===== src/rtl/bcd_add_seq.sv =====
// bcd_add_seq: word-serial multi-word BCD adder sequencer.
// A job of `len` 16-bit BCD word pairs streams in least-significant word
// first. The decimal carry chains from word to word through one 4-digit
// adder, and the sum words stream out with a final carry.
// Optional macro BCD_SUB_EN adds subtract mode (A - B in ten's complement).
//
// Handshake: a transfer happens on a rising edge where valid && ready.
// Valid never waits on ready, and ready never depends on valid. While
// out_valid=1 && out_ready=0, out_sum/out_last/out_valid hold stable.

// Four-digit BCD adder, ripple of per-digit decimal adders.
module bcd_adder16 (
    input  logic [15:0] a,
    input  logic [15:0] b,
    input  logic        cin,
    output logic [15:0] sum,
    output logic        cout
);
    logic [4:0] t;
    logic       c;

    // Per-digit binary add followed by +6 correction when the digit exceeds 9.
    always_comb begin
        sum = '0;
        c   = cin;
        t   = '0;
        for (int i = 0; i < 4; i++) begin
            t = {1'b0, a[4*i +: 4]} + {1'b0, b[4*i +: 4]} + {4'b0000, c};
            if (t > 5'd9) begin
                t = t + 5'd6;
                c = 1'b1;
            end else begin
                c = 1'b0;
            end
            sum[4*i +: 4] = t[3:0];
        end
        cout = c;
    end
endmodule

module bcd_add_seq #(
    parameter int LEN_W = 4
) (
    input  logic             clk,
    input  logic             rst,
    input  logic             start,
    input  logic [LEN_W-1:0] len,
    input  logic             cin_init,
    input  logic             sub,
    output logic             busy,
    input  logic             in_valid,
    output logic             in_ready,
    input  logic [15:0]      in_a,
    input  logic [15:0]      in_b,
    output logic             out_valid,
    input  logic             out_ready,
    output logic [15:0]      out_sum,
    output logic             out_last,
    output logic             done,
    output logic             carry_out,
    output logic [1:0]       dbg_state
);
    typedef enum logic [1:0] {
        S_IDLE  = 2'd0,
        S_RUN   = 2'd1,
        S_DRAIN = 2'd2
    } state_t;

    localparam logic [LEN_W-1:0] CNT_ONE = LEN_W'(1);

    state_t           state_q, state_d;
    logic [LEN_W-1:0] cnt_q, cnt_d;
    logic             carry_q, carry_d;
    logic             sub_q, sub_d;
    logic [15:0]      out_sum_q, out_sum_d;
    logic             out_valid_q, out_valid_d;
    logic             out_last_q, out_last_d;
    logic             done_q, done_d;
    logic             carry_out_q, carry_out_d;

    logic             sub_req;
    logic [15:0]      adder_b;
    logic [15:0]      adder_sum;
    logic             adder_cout;
    logic             start_ok;
    logic             accept;
    logic             consumed;

`ifdef BCD_SUB_EN
    logic [15:0] b_nines;

    // Nine's complement of each digit of operand B.
    always_comb begin
        b_nines = '0;
        for (int i = 0; i < 4; i++) begin
            b_nines[4*i +: 4] = 4'd9 - in_b[4*i +: 4];
        end
    end

    assign sub_req = sub;
    assign adder_b = sub_q ? b_nines : in_b;
`else
    wire unused_sub = sub;

    assign sub_req = 1'b0;
    assign adder_b = in_b;
`endif

    bcd_adder16 u_adder (
        .a    (in_a),
        .b    (adder_b),
        .cin  (carry_q),
        .sum  (adder_sum),
        .cout (adder_cout)
    );

    // A start is taken only in IDLE, not in the done cycle, and never for len 0.
    assign start_ok = (state_q == S_IDLE) && start && (len != '0) && !done_q;
    assign accept   = in_valid && in_ready;
    assign consumed = out_valid_q && out_ready;

    // State register and all datapath registers.
    always_ff @(posedge clk or posedge rst) begin
        if (rst) begin
            state_q     <= S_IDLE;
            cnt_q       <= '0;
            carry_q     <= 1'b0;
            sub_q       <= 1'b0;
            out_sum_q   <= '0;
            out_valid_q <= 1'b0;
            out_last_q  <= 1'b0;
            done_q      <= 1'b0;
            carry_out_q <= 1'b0;
        end else begin
            state_q     <= state_d;
            cnt_q       <= cnt_d;
            carry_q     <= carry_d;
            sub_q       <= sub_d;
            out_sum_q   <= out_sum_d;
            out_valid_q <= out_valid_d;
            out_last_q  <= out_last_d;
            done_q      <= done_d;
            carry_out_q <= carry_out_d;
        end
    end

    // Next-state logic.
    always_comb begin
        state_d = state_q;
        case (state_q)
            S_IDLE:  if (start_ok) state_d = S_RUN;
            S_RUN:   if (accept && (cnt_q == CNT_ONE)) state_d = S_DRAIN;
            S_DRAIN: if (consumed) state_d = S_IDLE;
            default: state_d = S_IDLE;
        endcase
    end

    // Datapath next values: job capture, word accept, drain and done pulse.
    always_comb begin
        cnt_d       = cnt_q;
        carry_d     = carry_q;
        sub_d       = sub_q;
        out_sum_d   = out_sum_q;
        out_valid_d = out_valid_q;
        out_last_d  = out_last_q;
        done_d      = 1'b0;
        carry_out_d = carry_out_q;
        case (state_q)
            S_IDLE: begin
                if (start_ok) begin
                    cnt_d   = len;
                    sub_d   = sub_req;
                    // Subtraction is A + nines(B) + 1, so cin_init is ignored.
                    carry_d = sub_req ? 1'b1 : cin_init;
                end
            end
            S_RUN: begin
                if (accept) begin
                    out_sum_d   = adder_sum;
                    out_valid_d = 1'b1;
                    carry_d     = adder_cout;
                    cnt_d       = cnt_q - CNT_ONE;
                    if (cnt_q == CNT_ONE) out_last_d = 1'b1;
                end else if (consumed) begin
                    out_valid_d = 1'b0;
                end
            end
            S_DRAIN: begin
                if (consumed) begin
                    out_valid_d = 1'b0;
                    out_last_d  = 1'b0;
                    done_d      = 1'b1;
                    // In subtract mode a missing carry means a borrow.
                    carry_out_d = carry_q ^ sub_q;
                end
            end
            default: ;
        endcase
    end

    // Outputs derived from state and registers.
    always_comb begin
        busy      = (state_q != S_IDLE);
        in_ready  = (state_q == S_RUN) && (!out_valid_q || out_ready);
        out_valid = out_valid_q;
        out_sum   = out_sum_q;
        out_last  = out_last_q;
        done      = done_q;
        carry_out = carry_out_q;
        dbg_state = state_q;
    end
endmodule


===== config.mk =====
export PLATFORM = sky130hd
export DESIGN_NAME = bcd_add_seq
export DESIGN_NICKNAME = d
export VERILOG_FILES = /design/src/rtl/bcd_add_seq.sv
export SDC_FILE = /design/constraint.sdc
export NUM_CORES = 1
export LEC_CHECK = 0
export BUFFER_PORTS_ARGS = -buffer_cell sky130_fd_sc_hd__clkbuf_2
export CAP_MARGIN = 20
export CORE_MARGIN = 2
export CORE_UTILIZATION = 40
export CTS_CLUSTER_SIZE = 24
export DETAILED_ROUTE_END_ITERATION = 10
export GPL_TIMING_DRIVEN = 0
export HOLD_SLACK_MARGIN = 0.15
export SLEW_MARGIN = 20
export SYNTH_ARGS = -nofsm -noshare
export SYNTH_HDL_FRONTEND = slang
export SYNTH_SLANG_ARGS = --single-unit
export TNS_END_PERCENT = 5

===== constraint.sdc =====
create_clock -name clk -period 14.85 [get_ports clk]
set_input_delay 2.97 -clock clk [delete_from_list [all_inputs] [get_ports clk]]
set_output_delay 2.97 -clock clk [all_outputs]
set_load 0.1 [all_outputs]

Yosys cells after proc, flatten, opt, wreduce, memory -nomap -nowiden
Cells that the tools add are included.

Add/sub/neg operators: 13. Multipliers: 0. Divide/modulo/power cells: 0. $lt $le $gt $ge: 4. Equal/unequal tests: 8. Shift-type cells: 0. Muxes and demuxes: 27. Bitwise operators: 0. Reduce and logical (&&, ||, !) cells: 20.

Operators with widths (number): 4-bit 2-to-1 mux (6); 4-bit by 4-bit adder with 5-bit output (4); 5-bit by 1-bit adder with 5-bit output (4); 5-bit by 4-bit greater-than comparator with 1-bit output (second input constant) (4); 4-bit by 3-bit adder with 4-bit output (second input constant) (4); 1-bit 2-to-1 mux (13); 2-bit != test (second input constant) (5); 4-bit case mux with 2 select lines (1); 1-bit logical AND (7); 2-bit 2-to-1 mux (3); 1-bit case mux with 2 select lines (3); 2-bit case mux with 3 select lines (1); 3-bit AND reduction (2); 2-bit nonzero test (3); 4-bit by 1-bit == test with 1-bit output (second input constant) (1); 2-bit AND reduction (2); 4-bit AND reduction (1); 4-bit nonzero test (1); 4-bit by 1-bit subtractor with 4-bit output (second input constant) (1); 2-bit by 1-bit == test with 1-bit output (second input constant) (1); 2-bit == test (second input constant) (1); 1-bit zero test (2); 2-bit zero test (1); 1-bit logical OR (1).

Bits in registers: 27. Latch bits: 0. RAM bits: 0. Bits in read-only memories: 0. Input bits: 43. Output and inout port bits: 24. Logic and storage cells: 80. Memories: 0.

Depth between registers and ports, before layout
Depth after elaboration: 15. Gate-level depth with buffers: 32. Mapped depth without buffers: 32.

Cells and area by module
Synthesis repeated with hierarchy kept, for this count alone.

Cells, all modules: 269. Area, all modules: 2338.5 µm².

Modules (own cells, without submodules): bcd_add_seq (times used 1, cells an instance 160, area each 1407.6 µm², sequential area each 675.6 µm²); bcd_adder16 (times used 1, cells an instance 109, area each 930.9 µm², sequential area each 0.0 µm²).

Worst setup path before layout
OpenSTA, ideal clock, no wires.

Path type: input -> register. Start: input in_a[0]. End: register carry_q. Setup time: 0.118 ns. Arrival: 9.795 ns. Required time: 14.732 ns. Path slack: 4.937 ns. Cell stages on the path: 32. Buffers on the path: 0. Path through: fa_1 fa_1 xnor2_1 ha_1 a21boi_0 o41ai_2 inv_1 fa_1 inv_1 fa_1 inv_1 ha_1 nand2b_1 a22o_1 o31a_1 fa_1 inv_1 fa_1 inv_1 ha_1 nand2b_1 a22o_1 o31a_1 fa_1 inv_1 fa_1 inv_1 ha_1 a21oi_1 a31oi_4 a211oi_1 a21o_1.

Longest elaborated chain between the ends: 15.

Ends and longest elaborated chain: start, declared (RTL line 53) `input logic [15:0] in_a,`; 4-bit by 4-bit adder with 5-bit output (RTL line 28) `t = {1'b0, a[4*i +: 4]} + {1'b0, b[4*i +: 4]} + {4'b0000, c};`; 5-bit by 1-bit adder with 5-bit output (RTL line 28); 5-bit by 4-bit greater-than comparator with 1-bit output (RTL line 29) `if (t > 5'd9) begin`; 1-bit 2-to-1 mux (RTL line 29); 5-bit by 1-bit adder with 5-bit output (RTL line 28); 5-bit by 4-bit greater-than comparator with 1-bit output (RTL line 29); 1-bit 2-to-1 mux (RTL line 29); 5-bit by 1-bit adder with 5-bit output (RTL line 28); 5-bit by 4-bit greater-than comparator with 1-bit output (RTL line 29); 1-bit 2-to-1 mux (RTL line 29); 5-bit by 1-bit adder with 5-bit output (RTL line 28); 5-bit by 4-bit greater-than comparator with 1-bit output (RTL line 29); 1-bit 2-to-1 mux (RTL line 29); 1-bit 2-to-1 mux (RTL line 178) `if (accept) begin`; 1-bit case mux with 2 select lines (RTL line 168) `case (state_q)`; end signal, assigned (RTL line 137) `carry_q <= carry_d;`; end, declared (RTL line 73) `logic carry_q, carry_d;`.

No other way between the ends. The select of a mux whose other input is x is not followed. A chain may end at the register's enable or synchronous reset.

Final worst setup path
Ends and elaborated chain as after synthesis.

==> flow_metrics.py <==
metrics = {
    "timing": {
        "worst_slew_margin_rel": 0.617,
        "fin_ws_ns": 4.54,
        "rsz0062_at_grt": "false",
        "finalHoldViolations": 0,
        "tightest_slew_ns": 0.574,
        "slew_viol_final": 0,
        "setup_tns_ns": 0,
        "holdWs_ns": 0.503,
        "max_freq_mhz": 97.0,
        "min_period_ns": 10.31,
        "period_share": 0.694,
        "setup_viol": 0,
        "fin_skew_ns": 0.00166,
    },
    "final_layout": {
        "areaGrowthSynthToFinish_pct": 21.0,
        "fillCellCount": 535,
        "n_antenna_cell": 0,
        "layout_commonest_cell": "clkbuf_2",
        "drive_gt1_frac": 0.292,
        "final_area_sq_mm": 0.00266,
        "multiInputGateArea_sq_mm": 0.00140,
        "seqCellArea_sq_um": 676,
        "final_cell_mix": "clkbuf_2, dfrtp_1, nand2_1",
        "layout.nets": 378,
    },
    "worst_hold_path": {
        "worstHoldStart": "out_sum[9]$_DFFE_PP0P_",
        "hold_depth": 2,
        "hold_path.class": "register to register",
    },
    "route": {
        "routed-via-count": 1853,
        "routedWlPerCell_um": 12.6,
        "dr.pass1.iters": 4,
        "drt_wl_total_mm": 4.66,
        "vias_per_cell": 4.99,
        "ant_nets": 0,
        "first_iter_violations": 78,
        "drcViolationCount": 0,
    },
    "floorplanning": {
        "fp.dieH_um": 78.2,
        "die_x_um": 78.2,
        "design.die.area_sq_mm": 0.00611,
        "rows": 26,
        "start_util": 0.423,
        "core_sq_mm": 0.00520,
        "ios": 67,
    },
    "clock_network": {
        "h-tree-depth": 1,
        "cts_resized": 0,
        "clk_pin_slew_ns": 0.10,
        "postCtsHoldBufs": 0,
        "clockBufferDepth": 2,
        "cts_inserted_buffers": 3,
        "cts_setup_buffers": 0,
        "cts_tree": "yes",
        "cts.sinks": 27,
        "clk_latency_ns": 0.27,
        "root_buffer": "clkbuf_8",
    },
    "yosys": {
        "syn_avg_cell_area_sq_um": 9.48,
        "syn_nets": 308,
        "ys_ff_latch": 27,
        "synth.cell_area_sq_mm": 0.00220,
        "synthCells": 232,
        "synth.distinct_cells": 53,
        "async_flop_share": 1.00,
        "synth_top_flop_cell": "dfrtp_1",
        "synth_edf_count": 0,
        "yosys_warnings": 0,
        "synth-seq-area-share": 0.307,
    },
    "worst_setup_path": {
        "worstPathArrival_ns": 10.49,
        "r2r_cells": 32,
        "cp-endpoint": "carry_q$_DFFE_PP0P_",
        "cp_slowest_cell": "fa_1",
        "startpoint": "in_a[0]",
        "worstSetupStartpointType": "input port",
        "crit_required_ns": 15.03,
        "crit_top_cell": "fa_1",
        "r2r-start": "carry_q$_DFFE_PP0P_",
        "r2r_slack_ns": 6.94,
        "cp_slowest_stage_delay_ns": 0.46,
        "path_class": "input port to register",
        "crit_fanout": 4,
        "r2r-end": "carry_q$_DFFE_PP0P_",
        "endpoint_kind": "register",
    },
    "placed_design": {
        "io_buffers": 65,
        "gp_congestion": 0.761,
        "dp_hpwl_mm": 3.82,
        "post_dp_cell_area_sq_mm": 0.00261,
        "pre_cts_slack_ns": 4.23,
    },
    "outcome": {
        "outcome": "complete, no violations",
    },
    "global_routing": {
        "grtUsageTotal": 0.155,
        "first_global_vias": 1763,
        "grt_max_degree": 28,
        "antenna_found_initial": 0,
        "grt-ovfl-total": 0,
        "grt_pass1_wl_mm": 7.80,
    },
    "flow_run": {
        "drv_cap": 0,
    },
}
[cell type report]
class | instances | share of cell area
Buffer | 6 | 0.0146
Clock buffer | 3 | 0.0155
Clock inverter | 1 | 0.00329
Inverter | 23 | 0.0324
Multi-Input combinational cell | 176 | 0.525
Sequential cell | 27 | 0.254
Tap cell | 70 | 0.0329
Timing Repair Buffer | 65 | 0.122
[cells by family after synthesis]
group           count (synthesis)  synth area share
fa+ha+maj                      33             0.215
simple gates                   63             0.147
mux                             3            0.0142
flops                          27             0.307
compound gates                 69             0.228
buf+inv                        29            0.0569
xor+xnor                        8            0.0319
[worst min path at each step]
stage / endpoint / slack [ns]
after detailed placement: out_sum[9]$_DFFE_PP0P_ / 0.48
final: out_sum[9]$_DFFE_PP0P_ / 0.50
after floorplan: cnt_q[3]$_DFFE_PP0P_ / 0.47
after global placement: out_sum[11]$_DFFE_PP0P_ / 0.47
after global routing: out_sum[2]$_DFFE_PP0P_ / 0.52
after CTS: out_sum[9]$_DFFE_PP0P_ / 0.51
[critical path: cells and delay by family]
kind	cells	cell delay (ns)
buf+inv	7	0.69
fa+ha+maj	12	3.97
xor+xnor	2	0.71
simple gates	2	0.10
compound gates	10	2.03
[metal layers]
layer  GRT usage  part of all wire
met1       0.206              0.46
met2       0.263              0.49
met4      0.0211            0.0032
met5           0                 0
met3      0.0356             0.047
[through the flow]
| stage | utilization | instances |
|---|---|---|
| final | 0.512 | 371 |
| after global routing | 0.512 | 371 |
| after CTS | 0.512 | 371 |
| after detailed placement | 0.502 | 367 |
| after global placement | 0.502 | 367 |
| after floorplan | - | 232 |
[cells in the mapped netlist (6+ instances only)]
| master | instances | share of area |
|---|---|---|
| a21o_1 | 6 | 0.020 |
| a21oi_1 | 14 | 0.032 |
| dfrtp_1 | 27 | 0.31 |
| fa_1 | 8 | 0.073 |
| ha_1 | 25 | 0.14 |
| inv_1 | 23 | 0.039 |
| nand2_1 | 26 | 0.044 |
| nor2_1 | 11 | 0.019 |
| o21ai_0 | 12 | 0.027 |
| xnor2_1 | 8 | 0.032 |
[sequential cells by signal (all words and copies together) (netlist names)]
| signal | cells |
|---|---|
| carry_q | 1 |
| cnt_q | 4 |
| done | 1 |
| out_valid | 1 |
| carry_out | 1 |
| out_sum | 16 |
| out_last | 1 |
| dbg_state | 2 |
Power is not shown: default switching activity piles up to over one toggle a cycle in this logic, so the estimate is an artifact.
